===== config.mk =====
export PLATFORM = sky130hd
export DESIGN_NAME = fetch_queue
export DESIGN_NICKNAME = d
export VERILOG_FILES = /design/src/rtl/fetch_queue_pkg.sv /design/src/rtl/fq_storage.sv /design/src/rtl/fetch_queue.sv
export SDC_FILE = /design/constraint.sdc
export NUM_CORES = 1
export LEC_CHECK = 0
export BUFFER_PORTS_ARGS = -buffer_cell sky130_fd_sc_hd__buf_2
export CAP_MARGIN = 20
export CORE_UTILIZATION = 42
export CTS_CLUSTER_DIAMETER = 150
export DETAILED_ROUTE_END_ITERATION = 6
export PLACE_DENSITY = 0.7
export SYNTH_ARGS = -nofsm -noshare
export SYNTH_HDL_FRONTEND = slang
export SYNTH_SLANG_ARGS = --single-unit
export TNS_END_PERCENT = 20

===== constraint.sdc =====
create_clock -name CLK -period 5.62 [get_ports CLK]
set_clock_uncertainty 0.1 [all_clocks]
set_input_delay 1.124 -clock CLK [delete_from_list [all_inputs] [get_ports CLK]]
set_output_delay 1.124 -clock CLK [all_outputs]
set_load 0.005 [all_outputs]

===== src/rtl/fetch_queue_pkg.sv =====
// Shared constants for fetch/decode queues: entry field layout and default sizes.
// Any wider decode queue reuses the same field order and packed entry width.
package fetch_queue_pkg;

  localparam int FQ_DATA_W     = 32;
  localparam int FQ_DEPTH      = 4;
  localparam int FQ_NUM_FIELDS = 3;
  localparam int FQ_ENTRY_W    = FQ_NUM_FIELDS * FQ_DATA_W;

  // Field slot within a packed entry, counted from the LSB end.
  typedef enum logic [1:0] {
    FQ_FLD_PC4   = 2'd0,
    FQ_FLD_PC    = 2'd1,
    FQ_FLD_INSTR = 2'd2
  } fq_field_e;

  function automatic int fq_entry_w(input int data_w);
    return FQ_NUM_FIELDS * data_w;
  endfunction

  function automatic int fq_field_lsb(input fq_field_e fld, input int data_w);
    return int'(fld) * data_w;
  endfunction

endpackage


===== src/rtl/fq_storage.sv =====
// Entry array for the fetch queue: one synchronous write port, one asynchronous
// read port, no reset (occupancy is tracked outside, so stale data is never shown).
module fq_storage #(
  parameter int DEPTH = 4,
  parameter int W     = 96,
  localparam int AW   = $clog2(DEPTH)
) (
  input  logic          clk_i,
  input  logic          we_i,
  input  logic [AW-1:0] waddr_i,
  input  logic [W-1:0]  wdata_i,
  input  logic [AW-1:0] raddr_i,
  output logic [W-1:0]  rdata_o
);

  logic [W-1:0] mem_q [DEPTH];

  always_ff @(posedge clk_i) begin
    if (we_i) begin
      mem_q[waddr_i] <= wdata_i;
    end
  end

  assign rdata_o = mem_q[raddr_i];

endmodule


===== src/rtl/fetch_queue.sv =====
// Instruction buffer between fetch and decode: valid/ready push, show-ahead pop
// held by STALL, single-cycle FLUSH on mispredict.
module fetch_queue
  import fetch_queue_pkg::*;
#(
  parameter int DATA_W = FQ_DATA_W,
  parameter int DEPTH  = FQ_DEPTH,
  localparam int PTR_W = $clog2(DEPTH)
) (
  input  logic              CLK,
  input  logic              RESET,
  input  logic              FLUSH,
  input  logic              IN_VALID,
  output logic              IN_READY,
  input  logic [DATA_W-1:0] Instr1_IF,
  input  logic [DATA_W-1:0] Instr_PC_IF,
  input  logic [DATA_W-1:0] Instr_PC_Plus4_IF,
  input  logic              STALL,
  output logic              OUT_VALID,
  output logic [DATA_W-1:0] Instr1_OUT,
  output logic [DATA_W-1:0] Instr_PC_OUT,
  output logic [DATA_W-1:0] Instr_PC_Plus4,
  output logic [PTR_W:0]    COUNT
);

  localparam int ENTRY_W   = fq_entry_w(DATA_W);
  localparam int INSTR_LSB = fq_field_lsb(FQ_FLD_INSTR, DATA_W);
  localparam int PC_LSB    = fq_field_lsb(FQ_FLD_PC, DATA_W);
  localparam int PC4_LSB   = fq_field_lsb(FQ_FLD_PC4, DATA_W);

  localparam logic [PTR_W-1:0] PTR_ONE  = PTR_W'(1);
  localparam logic [PTR_W:0]   CNT_ONE  = (PTR_W + 1)'(1);
  localparam logic [PTR_W:0]   CNT_FULL = (PTR_W + 1)'(DEPTH);

  logic [PTR_W-1:0] wr_ptr_q, wr_ptr_d;
  logic [PTR_W-1:0] rd_ptr_q, rd_ptr_d;
  logic [PTR_W:0]   count_q, count_d;

  logic               push, pop, out_valid;
  logic [ENTRY_W-1:0] wdata, head;

  // Ready comes only from registered occupancy, so a pop while full never
  // lets a push through in the same cycle and STALL has no path to IN_READY.
  assign IN_READY  = (count_q != CNT_FULL);
  assign out_valid = (count_q != '0);
  assign push      = IN_VALID & IN_READY;
  assign pop       = out_valid & ~STALL;

  always_comb begin
    wr_ptr_d = wr_ptr_q;
    rd_ptr_d = rd_ptr_q;
    count_d  = count_q;
    if (FLUSH) begin
      wr_ptr_d = '0;
      rd_ptr_d = '0;
      count_d  = '0;
    end else begin
      if (push) wr_ptr_d = wr_ptr_q + PTR_ONE;
      if (pop)  rd_ptr_d = rd_ptr_q + PTR_ONE;
      case ({push, pop})
        2'b10:   count_d = count_q + CNT_ONE;
        2'b01:   count_d = count_q - CNT_ONE;
        default: count_d = count_q;
      endcase
    end
  end

  always_ff @(posedge CLK or negedge RESET) begin
    if (!RESET) begin
      wr_ptr_q <= '0;
      rd_ptr_q <= '0;
      count_q  <= '0;
    end else begin
      wr_ptr_q <= wr_ptr_d;
      rd_ptr_q <= rd_ptr_d;
      count_q  <= count_d;
    end
  end

  assign wdata = {Instr1_IF, Instr_PC_IF, Instr_PC_Plus4_IF};

  fq_storage #(
    .DEPTH (DEPTH),
    .W     (ENTRY_W)
  ) u_storage (
    .clk_i   (CLK),
    .we_i    (push & ~FLUSH),
    .waddr_i (wr_ptr_q),
    .wdata_i (wdata),
    .raddr_i (rd_ptr_q),
    .rdata_o (head)
  );

  // Zero-forcing keeps uninitialised storage from ever reaching decode.
  assign OUT_VALID      = out_valid;
  assign Instr1_OUT     = out_valid ? head[INSTR_LSB +: DATA_W] : '0;
  assign Instr_PC_OUT   = out_valid ? head[PC_LSB +: DATA_W]    : '0;
  assign Instr_PC_Plus4 = out_valid ? head[PC4_LSB +: DATA_W]   : '0;
  assign COUNT          = count_q;

endmodule


Word level (Yosys, flattened, before mapping). Memories as Yosys holds them, arrays and structs flattened. Index checks and enable logic that the tools add are counted.

Multiplexer cells: 11. Bitwise gates (word level): 5. $add $sub $neg: 4. Reduce and logical (&&, ||, !) cells: 4. Equality and inequality tests: 3.

Operators with widths (count): $mux 32 (3); $mux 2 (4); $pmux 3 s2 (1); $reduce_bool 3->1 (2); $add 2x1->2 const B (2); $reduce_bool 2->1 (2); $add 3x1->3 const B (1); $and 1x1->1 (3); $mux 3 (1); $ne 3x3->1 const B (1); $sub 3x1->3 const B (1); $eq 2x1->1 const B (1); $eq 2x2->1 const B (1); $mux 1 (2); $not 1->1 (2).

Flip-flop bits (word level): 7. Word-level logic and storage cells: 31. Memory bits (writable): 384. Output and inout port bits: 101. Memories kept: 1. Input port bits: 101.

Memory list: u_storage.mem_q (depth 4, bits a word 96, rd ports 1, clocked after Yosys merged registers in 0, wr ports 1, RTL line fq_storage.sv:16) `logic [W-1:0] mem_q [DEPTH];`.

Logic depth before layout (Yosys ltp). Gate-level depths: netlist (run 1).

Word-level depth: 5. Depth in mapped cells: 7. Gate-level depth less buffers: 6.

Modules after synthesis. From an unflattened synthesis (run 1), not the netlist that was laid out.

Cell total of the unflattened synthesis: 672. Area, all modules: 15050.7 um^2.

Modules (own cells, without submodules): fq_storage (area each 13889.6 um^2, times used 1, seq. area each 11531.1 um^2, cells an instance 506); fetch_queue (area each 1161.1 um^2, times used 1, seq. area each 175.2 um^2, cells an instance 166).

Worst setup path after synthesis (run 1). OpenSTA, ideal clock, no wires.

Path kind: input port to flip-flop. From: input IN_VALID. To: memory u_storage.mem_q[0][0] (enable). Setup time: 0.466 ns. Path buffers: 2. Arrival: 4.041 ns. Required time: 5.054 ns. Stages: 5. Path slack: 1.014 ns. Cell sequence: buf_2 > buf_2 > inv_1 > nor3_1 > and2_1.

Cells in the longest elaborated chain, start to end: 4.

Ends and longest elaborated chain: start, declared (RTL line fetch_queue.sv:13) `input logic IN_VALID,`; $and 1x1->1 (RTL line fetch_queue.sv:46) `assign push = IN_VALID & IN_READY;`; $and 1x1->1 (RTL line fetch_queue.sv:87) `.we_i (push & ~FLUSH),`; $mux 1 (RTL line fq_storage.sv:19) `if (we_i) begin`; $mux 1 (not written as such) (RTL line fq_storage.sv:20) `mem_q[waddr_i] <= wdata_i;`; end, declared (RTL line fq_storage.sv:16).

No other way between the ends.

Worst setup path in the final report (run 1).
From: register rd_ptr_q[0]. To: output Instr_PC_OUT[16].

Cells in the longest elaborated chain, start to end: 2.

Ends and longest elaborated chain: start, declared (RTL line fetch_queue.sv:36) `logic [PTR_W-1:0] rd_ptr_q, rd_ptr_d;`; start signal, assigned (RTL line fetch_queue.sv:75) `rd_ptr_q <= rd_ptr_d;`; $mem_v2 4x96; $mux 32 (RTL line fetch_queue.sv:97) `assign Instr_PC_OUT = out_valid ? head[PC_LSB +: DATA_W] : '0;`; end, declared (RTL line fetch_queue.sv:21) `output logic [DATA_W-1:0] Instr_PC_OUT,`.

No other way between the ends.

==> results of run 1 <==
worst max-delay path: stages, from the launching register on:
cell,delay [ps]
dfrtp_4,1060
buf_12,480
mux4_2,570
and2_1,200
buf_2,130
routing by layer:
metal | global-route usage (%) | vias up | routed length (microns)
met4 | 5.281 | 2 | 622
met1 | 20.84 | 3736 | 11730
li1 | - | 3208 | -
met3 | 4.167 | 47 | 2136
met2 | 26.02 | 226 | 14220
met5 | 0 | - | 13
cells in the final DEF, fill, tap and decap left out, drive strengths merged, types with 2 or more instances in the layout:
| cell type | synthesis | layout |
|---|---|---|
| a21oi | 6 | 6 |
| a31oi | 2 | 2 |
| and2 | 100 | 100 |
| buf | 21 | 211 |
| bufinv | 0 | 3 |
| clkbuf | 17 | 50 |
| clkinv | 0 | 13 |
| dfrtp | 7 | 7 |
| diode | 0 | 5 |
| edfxtp | 384 | 384 |
| ha | 4 | 4 |
| inv | 7 | 9 |
| mux4 | 96 | 96 |
| nand3 | 4 | 4 |
| nor2 | 2 | 2 |
| nor2b | 2 | 2 |
| nor3 | 3 | 3 |
| o21a | 2 | 2 |
| o21ai | 4 | 4 |
| or3 | 2 | 2 |
cells by family (layout without fill, tap and decap cells):
family | Yosys count | after routing | share of synthesized area [%]
compound gates | 19 | 19 | 0.8058
xor+xnor | 1 | 1 | 0.05816
fa+ha+maj | 5 | 5 | 0.4652
buf+inv | 45 | 286 | 1.504
flops | 391 | 391 | 77.72
mux | 97 | 97 | 14.42
other cells | 0 | 5 | 0
simple gates | 120 | 120 | 5.026
report_power, final:
group | total (mW) | switching (mW) | internal (mW)
combinational | 0.772 | 0.376 | 0.396
sequential | 3.36 | 0.0635 | 3.30
clock | 2.50 | 1.03 | 1.47
area by class of cell:
| type | count | area share (%) |
|---|---|---|
| Antenna cell | 5 | 0.07014 |
| Multi-Input combinational cell | 242 | 17.60 |
| Inverter | 7 | 0.1473 |
| Sequential cell | 391 | 65.67 |
| Clock inverter | 18 | 0.9329 |
| Tap cell | 455 | 3.191 |
| Clock buffer | 50 | 5.941 |
| Timing Repair Buffer | 211 | 6.453 |
flip-flops by register name, indices dropped and copies added (netlist names):
name,flops
COUNT,3
rd_ptr_q,2
u_storage.mem_q,384
wr_ptr_q,2
worst max-delay path by stage:
| stage | to | slack, ps | cells after the start |
|---|---|---|---|
| finish | Instr_PC_OUT[16] | 1390 | 4 |
| detailed placement | Instr_PC_Plus4[25] | 1840 | 4 |
| global placement | Instr_PC_Plus4[28] | 1820 | 4 |
| global route | Instr_PC_OUT[16] | 1120 | 4 |
| floorplan | u_storage.mem_q[0][0] | 1010 | 5 |
| CTS | Instr_PC_OUT[16] | 1230 | 4 |
==> run_results.csv, run 1 <==
group,metric,value,unit
run_status,status,"completed",
logic_synthesis,synth.cell_area,0.01506,sq mm
detailed_routing,drtIter0Drc,477,
sta,period_share,75.32,%
sta,tightestPinTransition,988.4,ps
power,p_leak,6.049,nW
detailed_routing,ant_nets,0,
floorplanning,coreArea,0.03488,sq mm
logic_synthesis,synth_cell_types,36,
sta,setup_viol_count_final,0,
global_routing,gr-usage-all-layers,15.95,%
global_routing,grt-ovfl-total,0,
worst_setup_path,crit_required,4400,ps
logic_synthesis,syn_area_per_cell,22.22,sq um
sta,slew_violations,0,
clock_network,cts_sinks,391,
place,portBuffers,201,
place,post_dp_cell_area,0.01660,sq mm
clock_network,root_buffer,"clkbuf_16",
worst_setup_path,ff2ff_path_depth,4,
cells_and_area,final_cell_area,0.01784,sq mm
power,powerDensity,371.9,mW/mm^2
detailed_routing,routed_via_density,5.235,
logic_synthesis,ys_ff_latch,391,
clock_network,cts_tree,"built",
logic_synthesis,synth_area_leaders,"edfxtp_1, mux4_2, and2_1",
cells_and_area,final_nets,999,
sta,clock.fmax,236.2,MHz
place,dp_cells,1306,
sta,setup_tns,0,ps
clock_network,path_clk_slew,60,ps
worst_setup_path,crit_start,"rd_ptr_q[0]",
worst_setup_path,r2r_setup_slack,2680,ps
clock_network,cts_buffers,40,
flow_run,maxCapViolCount,0,
detailed_routing,wl_per_cell,20.83,microns
global_routing,grt_pass1_wl,43370,microns
logic_synthesis,synth_top_cell_area_share,76.56,%
detailed_routing,drc,0,
logic_synthesis,yosysWarningCount,0,
cells_and_area,seq_area,0.01171,sq mm
cells_and_area,final_util,51.14,%
global_routing,grt_max_degree,62,
sta,postLayoutSetupSlackWorst,1387,ps
floorplanning,die-area,0.03662,sq mm
sta,hold_ws,308.6,ps
sta,hold_viol,0,
cells_and_area,drive_gt1_share,39.93,%
sta,slew_headroom,34.11,%
floorplanning,num_rows,68,
logic_synthesis,synth_edf_count,384,
detailed_routing,first_pass_iters,7,
place,hpwl,16820,microns
sta,period_minus_slack,4233,ps
logic_synthesis,synthCells,678,
floorplanning,pin_count,202,
cells_and_area,multi_input_area,0.003139,sq mm
sta,rsz0062_at_grt,"no",
cells_and_area,syn2layout_area_growth,18.43,%
worst_setup_path,setup.worst_path.start_class,"register",
worst_setup_path,critical_path_arrival,3010,ps
cells_and_area,fillers,2788,
worst_hold_path,hp-class,"primary input to asynchronous set/reset pin",
clock_network,clk_latency,530,ps
global_routing,grt_pass1_vias,7646,
clock_network,hold_buffers,0,
logic_synthesis,yosysSeqAreaShare,77.72,%
power,p_total,6.634,mW
worst_setup_path,r2r_start,"COUNT[1]",
detailed_routing,num_vias,7219,
logic_synthesis,synthArstFlopShare,1.790,%
logic_synthesis,synth_top_cell_by_area,"edfxtp_1",
logic_synthesis,synth-main-ff-cell,"edfxtp_1",
worst_setup_path,r2r_end,"u_storage.mem_q[2][50]",
floorplanning,fp.dieH,191.4,microns
worst_setup_path,worst_setup_path_end_kind,"output port",
global_routing,grt_antenna_before_repair,5,
logic_synthesis,yosys.cell_count.top_type,"edfxtp_1",
floorplanning,die-width,191.4,microns
worst_setup_path,cp_max_fo,54,
detailed_routing,route.final.wire_length,28730,microns
clock_network,postCtsSetupRepairBufs,0,
clock_network,cts_buffer_depth,3,
place,place_congestion,0.6839,
logic_synthesis,synth_nets,784,
floorplanning,initial_utilization,43.18,%
power,ir_worst_vdd,323.3,uV
place,dpl_worst_slack,1836,ps
clock_network,htreeDepth,2,
cells_and_area,stdcell_count,1379,
logic_synthesis,synth_common_cells,"edfxtp_1, and2_1, mux4_2",
clock_network,cts_resized,0,
worst_setup_path,path_class,"register to output port",
No activity file was read; power rests on OpenSTA's default activity.
==> run 2, diff against run 1 <==
clock period = 4 ns   (was 5.62 ns; I/O delays follow)
==> run_results.csv, run 2 (synthesis gave the netlist of run 1 again) <==
group,metric,value,unit
sta,tightestPinTransition,784.2,ps
place,hpwl,18390,microns
clock_network,clk_latency,550,ps
cells_and_area,top_register,"u_storage.mem_q",
clock_network,path_clk_slew,70,ps
detailed_routing,route.final.wire_length,29480,microns
sta,clock.fmax,283.1,MHz
global_routing,grt_pass1_wl,44640,microns
power,powerDensity,524.8,mW/mm^2
clock_network,cts_tree,"built",
worst_setup_path,crit_required,3100,ps
clock_network,root_buffer,"clkbuf_16",
floorplanning,die-area,0.03662,sq mm
worst_setup_path,cp_max_fo,36,
cells_and_area,syn2layout_area_growth,19.96,%
clock_network,cts_buffer_depth,3,
floorplanning,die-width,191.4,microns
clock_network,cts_buffers,40,
global_routing,grt_max_degree,57,
flow_run,maxCapViolCount,0,
clock_network,cts_resized,0,
cells_and_area,final_cell_mix,"edfxtp_1, buf_2, mux4_2, and2_1, clkbuf_16",
detailed_routing,drtIter0Drc,321,
cells_and_area,stdcell_count,1393,
cells_and_area,fillers,2778,
clock_network,postCtsSetupRepairBufs,0,
cells_and_area,final_common_cell,"edfxtp_1",
sta,postLayoutSetupSlackWorst,467.8,ps
cells_and_area,drive_gt1_share,41.33,%
worst_setup_path,path_class,"register to output port",
sta,setup_viol_count_final,0,
detailed_routing,ant_nets,0,
floorplanning,initial_utilization,43.18,%
place,dpl_worst_slack,958.2,ps
global_routing,gr-usage-all-layers,16.57,%
worst_setup_path,critical_path_arrival,2630,ps
cells_and_area,largest_reg_flops,384,
floorplanning,coreArea,0.03488,sq mm
power,p_leak,6.166,nW
global_routing,grt_pass1_vias,7707,
global_routing,grt-ovfl-total,0,
sta,period_minus_slack,3532,ps
global_routing,grt_antenna_before_repair,6,
floorplanning,num_rows,68,
floorplanning,fp.dieH,191.4,microns
worst_setup_path,setup.worst_path.start_class,"register",
detailed_routing,routed_via_density,5.195,
sta,period_share,88.30,%
place,dp_cells,1319,
place,portBuffers,201,
run_status,status,"completed",
power,ir_worst_vdd,324.6,uV
cells_and_area,final_nets,1013,
sta,hold_viol,0,
worst_hold_path,hp-class,"primary input to register",
sta,rsz0062_at_grt,"no",
cells_and_area,final_cell_area,0.01807,sq mm
detailed_routing,wl_per_cell,21.16,microns
place,place_congestion,0.7343,
worst_setup_path,worst_setup_path_end_kind,"output port",
sta,slew_violations,0,
clock_network,htreeDepth,2,
sta,hold_ws,340.1,ps
floorplanning,pin_count,202,
sta,slew_headroom,47.72,%
clock_network,cts_sinks,391,
clock_network,hold_buffers,1,
detailed_routing,first_pass_iters,4,
detailed_routing,drc,0,
place,post_dp_cell_area,0.01678,sq mm
detailed_routing,num_vias,7236,
## run 2: changes by cell type in the layout (fill, tap and decap cells not counted), moves of 3 or more
cell,previous run,this run
buf_12,4,12
buf_4,5,11
clkbuf_1,9,5
clkinv_2,4,7
## run 2: cell type report
type	instances	area, sq um	share of cell area, %
multi-input combinational	242	3139	17.37
inverter	7	26.28	0.1454
clock inverter	24	251.5	1.392
clock buffer	45	1020	5.644
sequential	391	11710	64.83
antenna	4	10.01	0.05540
tap	455	569.3	3.151
timing repair buffer	225	1339	7.409
## run 2: metrics by stage
| step | setup TNS [ps] | util, % | total power, mW |
|---|---|---|---|
| 2_1_floorplan | -81140 | - | 5.453 |
| 3_3_place_gp | 0 | 48.10 | 5.958 |
| 3_5_place_dp | 0 | 48.10 | 5.980 |
| 4_1_cts | 0 | 51.77 | 9.620 |
| 5_1_grt | 0 | 51.78 | 9.863 |
| 6_report | 0 | 51.80 | 9.482 |
## run 2: worst max-delay path, stage by stage, from the launching register on
cell     delay (ps)
dfrtp_4         950
buf_12          280
mux4_2          520
and2_1          170
buf_2           130
## run 2: path summary, 6_finish.rpt
| check | from | to | slack [ps] | depth (start not counted) |
|---|---|---|---|---|
| setup / recovery | rd_ptr_q[0] | Instr_PC_OUT[21] | 470 | 4 |
| hold / removal | Instr_PC_Plus4_IF[24] | u_storage.mem_q[1][24] | 340 | 1 |
| setup reg to reg | COUNT[0] | u_storage.mem_q[0][54] | 1450 | 4 |
| hold reg to reg | wr_ptr_q[1] | wr_ptr_q[1] | 500 | 2 |
| max in group asynchronous | RESET | rd_ptr_q[0] | 3100 | 2 |
| min in group asynchronous | RESET | COUNT[0] | 520 | 2 |
## run 2: routing by layer
metal | global-route usage [%] | share of wire (%)
met3 | 4.700 | 7.0
met4 | 5.922 | 2.3
met5 | 0 | 0.16
met1 | 20.94 | 41
met2 | 27.30 | 49
## run 2: where the power goes
group	internal, mW	switching [mW]	total (mW)
logic	0.590	0.550	1.14
registers	4.64	0.0808	4.72
clock network	2.11	1.52	3.62
total	7.33	2.15	9.48
